===== src/rtl/div_frac_mc.sv =====
// div_frac_mc - multi-channel fractional rate generator.
//
// Each channel accumulates its divisor S every enabled cycle and emits a
// one-cycle tick whenever the accumulator reaches the dividend D, giving an
// average rate of S/D ticks per clock. Alongside each tick the channel reports
// how many cycles the period it just closed lasted.
//
// Ports:
//   clk           system clock, all state changes on the rising edge
//   rst           synchronous, active-low reset
//   cfg_valid     config write request
//   cfg_ready     config port can accept (drops for one cycle after a write)
//   cfg_ch        target channel of the config write
//   cfg_dividend  D for the target channel
//   cfg_divisor   S for the target channel
//   cfg_mode      0 = fractional (carry remainder), 1 = integer (drop remainder)
//   cfg_en        channel enable
//   sync          restart the phase of every enabled channel
//   tick          one-cycle pulse per channel
//   period        channel i at [i*DATA_W +: DATA_W], length of last period
//   locked        channel has ticked since its last config write or reset
module div_frac_mc #(
  parameter int DATA_W = 32,
  parameter int NCH    = 4,
  parameter int CH_W   = (NCH > 1) ? $clog2(NCH) : 1
) (
  input  logic                  clk,
  input  logic                  rst,
  input  logic                  cfg_valid,
  output logic                  cfg_ready,
  input  logic [CH_W-1:0]       cfg_ch,
  input  logic [DATA_W-1:0]     cfg_dividend,
  input  logic [DATA_W-1:0]     cfg_divisor,
  input  logic                  cfg_mode,
  input  logic                  cfg_en,
  input  logic                  sync,
  output logic [NCH-1:0]        tick,
  output logic [NCH*DATA_W-1:0] period,
  output logic [NCH-1:0]        locked
);

  logic cfg_accept;

  assign cfg_accept = cfg_valid && cfg_ready;

  // The config port is closed for the cycle after every accepted write, which
  // limits back-to-back writes to one every two cycles. It also stays closed
  // on the first cycle out of reset.
  always_ff @(posedge clk) begin
    if (!rst) begin
      cfg_ready <= 1'b0;
    end else begin
      cfg_ready <= !cfg_accept;
    end
  end

  genvar i;
  generate
    for (i = 0; i < NCH; i++) begin : g_ch
      logic [DATA_W-1:0] d_q;
      logic [DATA_W-1:0] s_q;
      logic              mode_q;
      logic              en_q;
      logic [DATA_W:0]   acc_q;
      logic [DATA_W-1:0] cnt_q;
      logic              tick_q;
      logic [DATA_W-1:0] period_q;
      logic              locked_q;

      logic              hit;
      logic [DATA_W:0]   sum;
      logic [DATA_W:0]   acc_n;
      logic [DATA_W-1:0] cnt_n;
      logic              tick_n;
      logic [DATA_W-1:0] period_n;
      logic              locked_n;

      // A write addressed beyond the last channel matches no channel and is
      // therefore silently discarded.
      assign hit = cfg_accept && (cfg_ch == CH_W'(i));

      // acc always stays below D, so one extra bit is enough for acc + S.
      assign sum = acc_q + {1'b0, s_q};

      // Next-state decision with precedence config write > sync > counting.
      // A disabled channel holds everything and never ticks.
      always_comb begin
        acc_n    = acc_q;
        cnt_n    = cnt_q;
        tick_n   = 1'b0;
        period_n = period_q;
        locked_n = locked_q;
        if (hit) begin
          acc_n    = '0;
          cnt_n    = DATA_W'(1);
          locked_n = 1'b0;
        end else if (en_q) begin
          if (sync) begin
            acc_n = '0;
            cnt_n = DATA_W'(1);
          end else if (s_q >= d_q) begin
            // Rate of one or more per cycle (including D = 0): tick every cycle.
            tick_n   = 1'b1;
            period_n = DATA_W'(1);
            acc_n    = '0;
            cnt_n    = DATA_W'(1);
            locked_n = 1'b1;
          end else if (sum >= {1'b0, d_q}) begin
            tick_n   = 1'b1;
            period_n = cnt_q;
            cnt_n    = DATA_W'(1);
            acc_n    = mode_q ? '0 : (sum - {1'b0, d_q});
            locked_n = 1'b1;
          end else begin
            acc_n = sum;
            cnt_n = (&cnt_q) ? cnt_q : (cnt_q + DATA_W'(1));
          end
        end
      end

      // Channel registers. Configuration fields only change on an accepted
      // write to this channel; period survives a config write.
      always_ff @(posedge clk) begin
        if (!rst) begin
          d_q      <= '0;
          s_q      <= '0;
          mode_q   <= 1'b0;
          en_q     <= 1'b0;
          acc_q    <= '0;
          cnt_q    <= DATA_W'(1);
          tick_q   <= 1'b0;
          period_q <= '0;
          locked_q <= 1'b0;
        end else begin
          if (hit) begin
            d_q    <= cfg_dividend;
            s_q    <= cfg_divisor;
            mode_q <= cfg_mode;
            en_q   <= cfg_en;
          end
          acc_q    <= acc_n;
          cnt_q    <= cnt_n;
          tick_q   <= tick_n;
          period_q <= period_n;
          locked_q <= locked_n;
        end
      end

      assign tick[i]                     = tick_q;
      assign period[i*DATA_W +: DATA_W]  = period_q;
      assign locked[i]                   = locked_q;
    end
  endgenerate

endmodule


===== config.mk =====
export PLATFORM = sky130hd
export DESIGN_NAME = div_frac_mc
export DESIGN_NICKNAME = d
export VERILOG_FILES = /design/src/rtl/div_frac_mc.sv
export SDC_FILE = /design/constraint.sdc
export NUM_CORES = 2
export LEC_CHECK = 0
export ABC_AREA = 1
export CORE_ASPECT_RATIO = 1.25
export CORE_UTILIZATION = 30
export CTS_BUF_LIST = sky130_fd_sc_hd__clkbuf_8
export CTS_CLUSTER_DIAMETER = 30
export CTS_CLUSTER_SIZE = 40
export DETAILED_ROUTE_END_ITERATION = 16
export DONT_BUFFER_PORTS = 1
export GPL_TIMING_DRIVEN = 0
export SLEW_MARGIN = 20
export SYNTH_ARGS = -nofsm -noshare
export SYNTH_HDL_FRONTEND = slang
export SYNTH_SLANG_ARGS = --single-unit

===== constraint.sdc =====
create_clock -name clk -period 5.3 [get_ports clk]
set_input_delay 1.06 -clock clk [delete_from_list [all_inputs] [get_ports clk]]
set_output_delay 1.06 -clock clk [all_outputs]
set_load 0.02 [all_outputs]

# Word-level counts from Yosys, hierarchy flattened
# Index checks and enable logic that the tools add are counted.
op_classes:
  addsub: 12
  n_lt_le_gt_ge: 8
  eq_ne: 7
  muxes: 56
  bitwise_logic: 10
  n_reduce_logical: 35
ops:
  columns: ["op", "count"]
  rows:
  - ["$mux 32", 24]
  - ["$mux 33", 16]
  - ["$add 33x32->33", 4]
  - ["$ge 33x32->1", 4]
  - ["$sub 33x32->33", 4]
  - ["$add 32x1->32 const B", 4]
  - ["$ge 32x32->1", 4]
  - ["$reduce_and 32->1", 4]
  - ["$mux 1", 16]
  - ["$ne 4x4->1 const B", 4]
  - ["$reduce_and 4->1", 4]
  - ["$reduce_or 4->1", 4]
  - ["$reduce_and 3->1", 4]
  - ["$not 1->1", 10]
  - ["$reduce_and 2->1", 4]
  - ["$reduce_bool 2->1", 4]
  - ["$reduce_or 2->1", 4]
  - ["$logic_and 1x1->1", 5]
  - ["$eq 2x2->1 const B", 2]
  - ["$eq 2x1->1 const B", 1]
  - ["$logic_not 2->1", 1]
  - ["$logic_not 1->1", 1]
totals:
  regBits: 661
  inputBits: 72
  out_inout_bits: 137

# Longest topological paths before layout
depth:
  word_depth: 6
  mapped_depth: 31
  ltp_nobuf: 30

# Worst setup path before layout
# Ideal clock, no wire load.
synth_timing:
  path_type: "reg2reg"
  from: "register g_ch[3].s_q[0]"
  to: "register g_ch[3].cnt_q[10]"
  setup_time_ns: 0.115
  arrival_ns: 3.668
  slack_ns: 1.517
  path_stages_with_launch: 27
  period_less_slack_ns: 3.783
  path_cell_list: "dfxtp_1 -> ha_1 -> fa_1 -> nand3_1 -> nand2_1 -> nand2_1 -> nand2_1 -> nand2_1 -> nand2_2 -> nand2_1 -> nand2_1 -> or2_2 -> nand2_1 -> inv_1 -> ha_1 -> a21oi_1 -> nor2_1 -> nor2_1 -> nand2_1 -> a21oi_1 -> a21oi_1 -> nor2_2 -> nand3_2 -> buf_2 -> buf_2 -> a21oi_1 -> nor2_1"
synth_between:
  elab_chain_cells: 5
synth_rtl:
  columns: ["element", "line_no", "text"]
  rows:
  - ["from (decl)", "61", "logic [DATA_W-1:0] s_q;"]
  - ["from (signal assigned)", "137", "s_q <= cfg_divisor;"]
  - ["$add 33x32->33", "83", "assign sum = acc_q + {1'b0, s_q};"]
  - ["$ge 33x32->1", "108", "end else if (sum >= {1'b0, d_q}) begin"]
  - ["$mux 32", "108", null]
  - ["$mux 32", "101", "end else if (s_q >= d_q) begin"]
  - ["$mux 32", "98", "if (sync) begin"]
  - ["to (signal assigned)", "142", "cnt_q <= cnt_n;"]
  - ["to (decl)", "65", "logic [DATA_W-1:0] cnt_q;"]
# Parallel ways exist; a longest one is shown, timed or not.
# A chain may end at the register's enable or synchronous reset.

# Final worst setup path
layout_timing:
  from: "register g_ch[3].s_q[0]"
  to: "register g_ch[3].cnt_q[0]"
# The elaborated chain is that of the path after synthesis.

==> flow_summary.yaml <==
yosys:
  synth-edff-count: 0
  synth_common_cells: "nand2_1, nor2_1, inv_1, a21oi_1, nand3_1"
  yosysMostFrequentCell: "nand2_1"
  synth.distinct_cells: 48
  ys.flop_type: "dfxtp_1"
  post_synth.cell_area_avg_sq_um: 6.095
  synthCells: 8331
  syn_area_sq_um: 50780
  syn-num-nets: 8799
  yosysTopAreaCell: "dfxtp_1"
  yosys_register_bits: 661
  ys_seq_area_share_pct: 26.06
  yosys_warnings: 0
  synth_area_leaders: "dfxtp_1, nand2_1, ha_1"
  synth.top_cell.area_share_pct: 26.06
  async_reset_ff_share_pct: 0
grt:
  antenna_found_initial: 15
  grt_pass1_wl_mm: 312.6
  grt_use_total_pct: 24.18
  grt_max_degree: 17
  grt_pass1_vias: 51828
  grt.overflow.total: 0
die:
  die-area_sq_um: 170900
  die_w_um: 370.0
  row_count: 168
  die_h_um: 462.0
  core_sq_um: 168000
  start_util_pct: 30.23
  ios: 209
sta:
  min_period_over_period_pct: 95.93
  slew-limit-headroom_pct: 17.04
  fmax_mhz: 196.7
  maxSlewViolCount: 0
  final_hold_viol_count: 0
  skew_ns: 0.05237
  rsz0062_at_grt: "yes"
  worst_pin_slew_ns: 1.233
  fin_crit_ns: 5.084
  finalSetupViolCount: 0
  final.setup.tns_ns: 0
routing:
  via_per_inst: 5.036
  drcViolationCount: 0
  finalWirelength_mm: 213.2
  wl_per_cell_um: 19.69
  antenna_left: 0
  firstDrtPassIters: 8
  num_vias: 54535
  detail_route.iter0.violations: 4319
clocking:
  cts.path.max_buffers: 3
  cts_tree: "done"
  cts_buffers: 142
  cts-root-buf: "clkbuf_8"
  cts.clk_slew.worst_paths_ns: 0.07
  cts.sinks: 661
  clock_latency_ns: 0.91
  cts-hold-fix-buffers: 0
  htree_levels: 4
power:
  peakVddDrop_mv: 0.1796
  internal-power_uw: 10170
  power_switching_uw: 6408
  pwr_density_cell_nw_per_um2: 290.4
  comb_power_share_pct: 28.9
  p_seq_share_pct: 31.4
  leakage_uw: 0.02798
  switching_share_pct: 38.66
  power.share.clock_pct: 39.7
place:
  dp_cells: 10545
  io_buffer_count: 0
  dpl.hpwl_mm: 176.1
  place_congestion: 1.004
  placed_area_sq_um: 53610
worst_setup_path:
  end_kind: "flip-flop"
  crit_arrival_ns: 5.83
  crit_fanout: 10
  critPathLaunchType: "flip-flop"
  startpoint: "g_ch[3].s_q[0]$_SDFFE_PN0P_"
  r2r_start: "g_ch[3].s_q[0]$_SDFFE_PN0P_"
  worstSetupPathType: "reg -> reg"
  required_ns: 6.04
run:
  max_cap_viol_count: 0
finish:
  final_cell_area_sq_um: 57080
  fin_util_pct: 33.99
  syn_to_final_growth_pct: 12.42
  final_nets: 8949
  drive_gt1_share_pct: 6.096
  stdcell_count: 10828
hold_path:
  hold_class: "in -> reg"
  min_from: "cfg_valid"
run_status:
  run_status: "finished clean"
==> area by class of cell <==
class                      count  area [sq um]
timing repair buffer           6         61.31
clock buffer                 158          2175
multi-input combinational   6258         32070
tap                         2210          2765
fill                       18636        110900
clock inverter               101          1196
sequential                   661         13230
antenna                       22         55.05
buffer                       317          1420
inverter                    1095          4110
==> worst paths after layout <==
| path | end | slack, ns | cells after the start |
|---|---|---|---|
| max | g_ch[3].cnt_q[0]$_SDFFE_PP1P_ | 0.22 | 26 |
| min | cfg_ready$_SDFF_PN0_ | 0.26 | 1 |
| max reg2reg | g_ch[3].cnt_q[0]$_SDFFE_PP1P_ | 0.22 | 26 |
| min reg2reg | g_ch[0].locked_q$_SDFFE_PP0P_ | 0.47 | 2 |
==> repair_timing <==
action / CTS / global route
setup buffers: 0 / 2
pin swaps: 0 / 1
endpoints found under the setup margin: 1 / 114
resized for setup: 1 / 10
==> worst max-delay path, stage by stage (launching register included) <==
cell and delay (ns):
dfxtp_1 0.33, ha_1 0.27, fa_1 0.44, nand3_1 0.11, nand2_1 0.11, nand2_1 0.08, nand2_1 0.10, nand2_1 0.10
nand2_2 0.11, nand2_1 0.08, nand2_1 0.08, or2_2 0.28, nand2_1 0.11, inv_1 0.06, ha_1 0.34, a21oi_1 0.26
nor2_1 0.06, nor2_1 0.14, nand2_1 0.11, a21oi_1 0.23, a21oi_1 0.20, nor2_4 0.35, buf_4 0.31, buf_2 0.34
nand3_1 0.12, nand3_1 0.11, nand3_1 0.07
==> flip-flops by register name, indices dropped and copies added (netlist names) <==
register       flops
cfg_ready          1
g_ch.acc_q       132
g_ch.cnt_q       128
g_ch.d_q         128
g_ch.en_q          4
g_ch.locked_q      4
g_ch.mode_q        4
g_ch.period_q    128
g_ch.s_q         128
g_ch.tick_q        4
==> through the flow <==
step	total power, uW	worst slack (ns)	hold slack, ns
2_1_floorplan	8505	1.517	0.4295
3_3_place_gp	9963	0.05698	0.4486
3_5_place_dp	10000	0.06441	0.4571
4_1_cts	16610	0.03910	0.1865
5_1_grt	17430	-0.03564	0.2318
6_report	16570	0.2159	0.2626
==> routing by layer <==
layer  routed length [um]  vias up  track usage (%)
met4                13570        4            15.09
met2               102400     1669            42.39
li1                     -    27294                -
met3                13560      490            4.684
met1                83700    25078            26.72
met5                   30        -                0
==> layout by cell type, fill, tap and decap left out, types with 16 or more instances in the layout <==
cell type,count
nand3b_1,30
a21oi_1,697
bufinv_16,17
nand3_1,679
nand2_1,2156
xor2_1,178
a21o_1,24
o21ai_1,22
nor3_1,135
inv_1,1029
buf_4,29
o21bai_1,55
clkinv_2,19
clkbuf_8,158
clkbuf_1,203
nor2_1,1063
inv_2,67
xnor2_1,33
diode_2,22
buf_1,20
o21ai_0,429
buf_2,54
dfxtp_1,661
inv_6,16
nor4_1,18
ha_1,388
or2_2,41
nand4_1,174
==> cells by family (layout without fill, tap and decap cells) <==
kind of cell / after synthesis / count (layout) / share of synthesized area [%]
buffers and inverters: 1412 / 1677 / 10.87
XOR/XNOR: 212 / 212 / 3.657
flip-flops: 661 / 661 / 26.06
other: 0 / 22 / 0
AO/OA/AOI/OAI: 1292 / 1292 / 13.45
adder cells (fa/ha/maj): 396 / 396 / 9.876
AND/OR/NAND/NOR: 4358 / 4358 / 36.08
==> power groups by stage <==
stage / clock [uW] / sequential [uW] / combinational (uW)
floorplan: 0 / 5250 / 3250
global placement: 0 / 5310 / 4650
detailed placement: 0 / 5310 / 4690
CTS: 6690 / 5200 / 4720
global route: 6910 / 5210 / 5310
finish: 6580 / 5210 / 4780
Power figures use the tool's default switching activity.
